$ cat config.mk
export PLATFORM = sky130hd
export DESIGN_NAME = acc_drain
export DESIGN_NICKNAME = d
export VERILOG_FILES = /design/src/rtl/acc_drain.sv
export SDC_FILE = /design/constraint.sdc
export NUM_CORES = 1
export LEC_CHECK = 0
export ABC_CLOCK_PERIOD_IN_PS = 5900
export CAP_MARGIN = 20
export CORE_MARGIN = 3
export CORE_UTILIZATION = 48
export CTS_BUF_LIST = sky130_fd_sc_hd__clkbuf_4 sky130_fd_sc_hd__clkbuf_8
export CTS_CLUSTER_DIAMETER = 100
export CTS_CLUSTER_SIZE = 20
export DETAILED_ROUTE_END_ITERATION = 10
export MAX_ROUTING_LAYER = met4
export PLACE_DENSITY = 0.78
export SYNTH_ARGS = -nofsm -noshare
export SYNTH_HDL_FRONTEND = slang
export SYNTH_SLANG_ARGS = --single-unit
$ cat constraint.sdc
create_clock -name clk -period 5.9 [get_ports clk]
set_clock_uncertainty 0.15 [all_clocks]
set_input_delay 1.18 -clock clk [delete_from_list [all_inputs] [get_ports clk]]
set_output_delay 1.18 -clock clk [all_outputs]
set_load 0.03 [all_outputs]
$ cat src/rtl/acc_drain.sv
// acc_drain: snapshots an N x N bank of signed accumulators on start_i and
// streams them out row-major over valid/ready. Each element is passed
// through an optional ReLU and then saturated to OUT_WIDTH.
module acc_drain #(
  parameter int N         = 4,
  parameter int ACC_WIDTH = 17,
  parameter int OUT_WIDTH = 9,
  parameter int RELU_EN   = 1
) (
  input  logic                          clk,
  input  logic                          rstn,
  input  logic                          start_i,
  input  logic [N*N*ACC_WIDTH-1:0]      acc_i,
  output logic                          busy_o,
  output logic                          done_o,
  output logic                          out_valid_o,
  input  logic                          out_ready_i,
  output logic signed [OUT_WIDTH-1:0]   out_data_o,
  output logic [$clog2(N)-1:0]          out_row_o,
  output logic [$clog2(N)-1:0]          out_col_o,
  output logic                          out_last_o
);

  localparam int IW = $clog2(N);
  localparam logic [IW-1:0] LAST_IDX = IW'(N - 1);

  // Saturation bounds expressed at accumulator width so comparisons stay signed.
  localparam logic signed [ACC_WIDTH-1:0] SAT_MAX =
    {{(ACC_WIDTH - OUT_WIDTH + 1){1'b0}}, {(OUT_WIDTH - 1){1'b1}}};
  localparam logic signed [ACC_WIDTH-1:0] SAT_MIN =
    {{(ACC_WIDTH - OUT_WIDTH + 1){1'b1}}, {(OUT_WIDTH - 1){1'b0}}};
  localparam logic signed [OUT_WIDTH-1:0] OUT_MAX = {1'b0, {(OUT_WIDTH - 1){1'b1}}};
  localparam logic signed [OUT_WIDTH-1:0] OUT_MIN = {1'b1, {(OUT_WIDTH - 1){1'b0}}};

  typedef enum logic [1:0] {
    IDLE   = 2'd0,
    STREAM = 2'd1,
    DONE   = 2'd2
  } state_t;

  state_t          state_reg, state_next;
  logic [IW-1:0]   row_reg, row_next;
  logic [IW-1:0]   col_reg, col_next;
  logic            capture;
  logic            stream_active;

  // Post-processed value of every snapshot element, indexed [row][col].
  logic signed [OUT_WIDTH-1:0] proc_arr [N][N];

  genvar gi;
  generate
    for (gi = 0; gi < N*N; gi++) begin : g_elem
      logic signed [ACC_WIDTH-1:0] snap_reg;
      logic signed [ACC_WIDTH-1:0] relu_val;
      logic signed [OUT_WIDTH-1:0] proc_val;

      // Snapshot capture: all elements load together on the accepted start.
      always_ff @(posedge clk or negedge rstn) begin
        if (!rstn) begin
          snap_reg <= '0;
        end else if (capture) begin
          snap_reg <= acc_i[gi*ACC_WIDTH +: ACC_WIDTH];
        end
      end

      // ReLU followed by saturation to the output width.
      always_comb begin
        relu_val = snap_reg;
        if ((RELU_EN != 0) && snap_reg[ACC_WIDTH-1]) begin
          relu_val = '0;
        end
        if (relu_val > SAT_MAX) begin
          proc_val = OUT_MAX;
        end else if (relu_val < SAT_MIN) begin
          proc_val = OUT_MIN;
        end else begin
          proc_val = relu_val[OUT_WIDTH-1:0];
        end
      end

      assign proc_arr[gi / N][gi % N] = proc_val;
    end
  endgenerate

  // State and counter registers.
  always_ff @(posedge clk or negedge rstn) begin
    if (!rstn) begin
      state_reg <= IDLE;
      row_reg   <= '0;
      col_reg   <= '0;
    end else begin
      state_reg <= state_next;
      row_reg   <= row_next;
      col_reg   <= col_next;
    end
  end

  // Next-state and counter logic; counters advance only on a transfer.
  always_comb begin
    state_next = state_reg;
    row_next   = row_reg;
    col_next   = col_reg;
    capture    = 1'b0;
    case (state_reg)
      IDLE: begin
        if (start_i) begin
          capture    = 1'b1;
          row_next   = '0;
          col_next   = '0;
          state_next = STREAM;
        end
      end
      STREAM: begin
        if (out_ready_i) begin
          if (col_reg == LAST_IDX) begin
            col_next = '0;
            if (row_reg == LAST_IDX) begin
              row_next   = '0;
              state_next = DONE;
            end else begin
              row_next = row_reg + 1'b1;
            end
          end else begin
            col_next = col_reg + 1'b1;
          end
        end
      end
      DONE: begin
        row_next   = '0;
        col_next   = '0;
        state_next = IDLE;
      end
      default: begin
        row_next   = '0;
        col_next   = '0;
        state_next = IDLE;
      end
    endcase
  end

  // Output decode; everything is held at zero outside STREAM.
  always_comb begin
    stream_active = (state_reg == STREAM);
    busy_o        = stream_active;
    out_valid_o   = stream_active;
    done_o        = (state_reg == DONE);
    out_data_o    = '0;
    out_row_o     = '0;
    out_col_o     = '0;
    out_last_o    = 1'b0;
    if (stream_active) begin
      out_data_o = proc_arr[row_reg][col_reg];
      out_row_o  = row_reg;
      out_col_o  = col_reg;
      out_last_o = (row_reg == LAST_IDX) && (col_reg == LAST_IDX);
    end
  end

endmodule

# Yosys cells after proc, flatten, opt, wreduce, memory -nomap -nowiden
# Cells that the tools add are included.
[word_totals] ff_bits=278 inputBits=276 out_inout_bits=17 wordCells=143
[op_classes] addsub=2 magnitude_cmp=34 eq_ne=8 mux=73 n_bitwise=2 reduce_logical=5
[ops] op="2-to-1 mux 9 bit" count=35
[ops] op="< comparator 17 x 9 -> 1 bit, second input constant" count=16
[ops] op="2-to-1 mux 16 bit" count=16
[ops] op="> comparator 17 x 9 -> 1 bit, second input constant" count=15
[ops] op="binary-select mux 36 bit (select 2 bit)" count=1
[ops] op="2-to-1 mux 36 bit" count=2
[ops] op="2-to-1 mux 2 bit" count=12
[ops] op="binary-select mux 9 bit (select 2 bit)" count=1
[ops] op="> comparator 16 x 8 -> 1 bit, second input constant" count=1
[ops] op="one-hot mux 2 bit (2 select lines)" count=3
[ops] op="equality test 2 bit, second input constant" count=3
[ops] op=">= comparator 3 bit, second input constant" count=2
[ops] op="!= test 2 x 1 -> 1 bit, second input constant" count=3
[ops] op="inverter 2 -> 3 bit" count=2
[ops] op="adder 2 x 1 -> 2 bit, second input constant" count=2
[ops] op="AND reduction 4 bit" count=1
[ops] op="2-to-1 mux 1 bit" count=3
[ops] op="AND reduction 3 bit" count=1
[ops] op="equality test 2 x 1 -> 1 bit, second input constant" count=1
[ops] op="zero test 2 bit" count=1
[ops] op="!= test 2 bit, second input constant" count=1
[ops] op="AND reduction 2 bit" count=1
[ops] op="logical AND 1 bit" count=1

# Longest topological paths before layout
[depth] depth_word=11 ltp_mapped=8

# Worst setup path after synthesis
# Ideal clock, no wire load.
[synth_path] path_kind="flip-flop to output port" from="reg state_reg[1]" to="out out_data_o[0]" arrival_ps=1988 t_required_ps=4570 setup_slack_ps=2582 stages_incl_launch_ff=6 path_cell_list="dfrtp_1 -> nand2b_1 -> nor2_1 -> a21oi_1 -> o211ai_1 -> and4_1"
[synth_between] elab_chain_len=2
[synth_rtl] element="from (decl)" line="41" source="state_t state_reg, state_next;"
[synth_rtl] element="from (signal assigned)" line="92" source="state_reg <= state_next;"
[synth_rtl] element="equality test 2 x 1 -> 1 bit" line="143" source="stream_active = (state_reg == STREAM);"
[synth_rtl] element="2-to-1 mux 9 bit" line="151" source="if (stream_active) begin"
[synth_rtl] element="to (decl)" line="18" source="output logic signed [OUT_WIDTH-1:0] out_data_o,"
# Every way passes these cells.

# Worst setup path in the final report
[layout_path] from="reg row_reg[0]" to="out out_data_o[2]"
[layout_between] elab_chain_len=8
[layout_rtl] element="from (decl)" line="42" source="logic [IW-1:0] row_reg, row_next;"
[layout_rtl] element="from (signal assigned)" line="93" source="row_reg <= row_next;"
[layout_rtl] element="inverter 2 -> 3 bit (implied by the code)" line="152" source="out_data_o = proc_arr[row_reg][col_reg];"
[layout_rtl] element="binary-select mux 36 bit (select 2 bit)" line="152"
[layout_rtl] element="2-to-1 mux 36 bit (implied by the code) (2 in a row)" line="152"
[layout_rtl] element="binary-select mux 9 bit (select 2 bit)" line="152"
[layout_rtl] element="2-to-1 mux 9 bit (implied by the code) (2 in a row)" line="152"
[layout_rtl] element="2-to-1 mux 9 bit" line="151"
# Every way passes these cells. The select of a mux whose other input is x is not followed.

==> impl_metrics.json <==
{
  "status": "finished, final reports clean",
  "setup_ws_ps": 1190,
  "initial_utilization_pct": 49.3,
  "clock-root-buffer": "clkbuf_8",
  "fin_crit_sh_pct": 79.9,
  "final_util_pct": 63.2,
  "yosys_register_bits": 278,
  "clockBufferDepth": 3,
  "seqPwrFrac_pct": 48.2,
  "place_area_um2": 15300,
  "synth.top_cells.by_area": "dfrtp_1 57%, mux2_2 20%, a31oi_1 2.7%, o21ai_0 2.4%, nand2_1 2.2%",
  "synth_edf_count": 0,
  "cp-end-kind": "primary output",
  "ir_worst_vdd_mv": 0.383,
  "drive_gt1_share_pct": 20.6,
  "die-area_um2": 27200,
  "worstPathArrival_ps": 3380,
  "startpoint_type": "flop",
  "grt_max_degree": 194,
  "synth_nets": 1261,
  "p_int_mw": 4.60,
  "coreArea_um2": 24600,
  "routed_via_density": 5.66,
  "met3_length_um": 2760,
  "hold_class": "reg -> reg",
  "n_fill_cell": 1950,
  "leakage_nw": 6.22,
  "async_flop_share_pct": 100,
  "tightest_slew_ps": 1100,
  "final_area_um2": 15600,
  "largest_reg_flops": 272,
  "h-tree-depth": 1,
  "cts_buffers": 17,
  "cts_hold_buf": 0,
  "fin_setup_tns_ps": 0,
  "drt-met1-wl_um": 13800,
  "netlist.area_leader.share_pct": 57.3,
  "synthesis.yosys.warnings": 0,
  "area_delta_synth_final_pct": 28.2,
  "first_global_vias": 8993,
  "drt_iter0_markers": 697,
  "synth_cell_type_count": 51,
  "syn_area_per_cell_um2": 12.3,
  "gr-total-overflow": 0,
  "required_ps": 4570,
  "drc": 0,
  "p_sw_mw": 2.64,
  "fmax_mhz": 212,
  "synthCells": 983,
  "fin_crit_ps": 4710,
  "die_h_um": 165,
  "cts_tree": "built",
  "holdWs_ps": 361,
  "numPortBuffers": 291,
  "wl_per_cell_um": 21.4,
  "rsz0062_at_grt": "false",
  "hold_viol_final": 0,
  "top_layer": "met4",
  "die_x_um": 165,
  "antenna_found_initial": 4,
  "cts_resized": 0,
  "dp_slack_ps": 1780,
  "final_nets": 1525,
  "syn-cell-area_um2": 12100,
  "ys.flop_type": "dfrtp_1",
  "relSlewSlack_pct": 27.0,
  "clock_latency_ps": 540,
  "synth_seq_area_share_pct": 57.3,
  "dp.final_hpwl_um": 25700,
  "vias": 8916,
  "wl_met2_um": 16300,
  "setup-violations-final": 0,
  "switching_share_pct": 36.5,
  "pin_count": 293,
  "postCtsSetupRepairBufs": 0,
  "place_congestion": 0.998,
  "power_per_cell_area_nw_per_um2": 465,
  "p_comb_share_pct": 40.0,
  "ant_nets": 0,
  "critical_path_class": "reg -> out",
  "track_usage_pct": 25.0,
  "slew_violations": 0,
  "firstDrtPassIters": 5,
  "clk_pin_slew_worst_paths_ps": 140,
  "clockPowerShare_pct": 11.8,
  "register_area_um2": 6960,
  "critPathMaxFanout": 11,
  "cts.sink_count": 278,
  "synth_top_area_cell": "dfrtp_1",
  "multi_input_area_um2": 4720,
  "routed_wl_um": 33600,
  "rows": 57,
  "grt_pass1_wl_um": 50300,
  "maxCapViolCount": 0
}
==> area by class of cell <==
type / count / share of cell area (%)
Inverter: 58 / 1.40
Tap cell: 324 / 2.61
Antenna cell: 4 / 0.0643
Timing Repair Buffer: 297 / 19.3
Clock buffer: 18 / 1.59
Sequential cell: 278 / 44.7
Multi-Input combinational cell: 595 / 30.3
==> path summary, 6_finish.rpt <==
kind,slack (ps),cells after the start,endpoint,startpoint
worst max-delay path,1190,6,out_data_o[2],row_reg[0]
worst min-delay path,360,1,g_elem[14].snap_reg[12],g_elem[14].snap_reg[12]
worst max register to register,3420,3,g_elem[14].snap_reg[4],state_reg[0]
worst min register to register,360,1,g_elem[14].snap_reg[12],g_elem[14].snap_reg[12]
max in group asynchronous,3740,2,g_elem[0].snap_reg[11],rstn
min in group asynchronous,520,1,g_elem[8].snap_reg[12],rstn
==> power groups by stage <==
stage          logic (mW)  registers, mW  clock network (mW)
2_1_floorplan        2.03           3.25                   0
3_3_place_gp         2.81           3.48                   0
3_5_place_dp         2.88           3.53                   0
4_1_cts              2.89           3.49               0.879
5_1_grt              3.14           3.59               0.941
6_report             2.89           3.49               0.853
==> Yosys cell counts, drive strengths merged, types with 12 or more instances <==
cell and count:
nor4 31, nor3 26, inv 58, mux2 219
dfrtp 278, clkbuf 13, nor2 12, a31oi 53
o22ai 14, buf 39, nand2 72, o21ai 79
==> cells by family after synthesis <==
family / after synthesis / synth area share (%)
mux: 221 / 20.5
buf+inv: 110 / 3.80
simple gates: 181 / 8.26
other cells: 1 / 0.0309
fa+ha+maj: 2 / 0.206
flops: 278 / 57.3
compound gates: 190 / 9.87
==> through the flow <==
step	total power, mW	instances
2_1_floorplan	5.29	983
3_3_place_gp	6.30	1552
3_5_place_dp	6.41	1552
4_1_cts	7.26	1570
5_1_grt	7.67	1574
6_report	7.24	1574
==> critical path: stages, from the launching register on <==
cell             delay [ps]
dfrtp_1                 540
inv_1                   330
or3_1                   570
o22ai_1                 300
o21ai_0                 210
and4_1                  270
clkdlybuf4s50_1         610
==> metal layers <==
layer / GRT usage, % / vias to the layer above
li1: - / 4097
met1: 31.8 / 4452
met2: 41.0 / 324
met3: 5.74 / 43
met4: 6.06 / 0
met5: - / -
==> cells in the final DEF, fill, tap and decap left out, types with 4 or more instances in the layout <==
cell / instances
clkdlybuf4s50_1: 290
dfrtp_1: 278
mux2_2: 214
nand2_1: 72
o21ai_0: 59
inv_1: 58
a31oi_1: 53
nor3_1: 26
o21ai_1: 20
nor4_1: 19
clkbuf_8: 18
o22ai_1: 14
nor4_2: 12
nor2_1: 11
o211ai_1: 7
o32ai_1: 7
o221ai_1: 7
and4_1: 7
a311oi_1: 6
nand3b_1: 5
nand3_1: 5
mux2_1: 5
diode_2: 4
nor2b_1: 4
o2111ai_1: 4
Note: power is estimated with default switching activity, not from simulation.
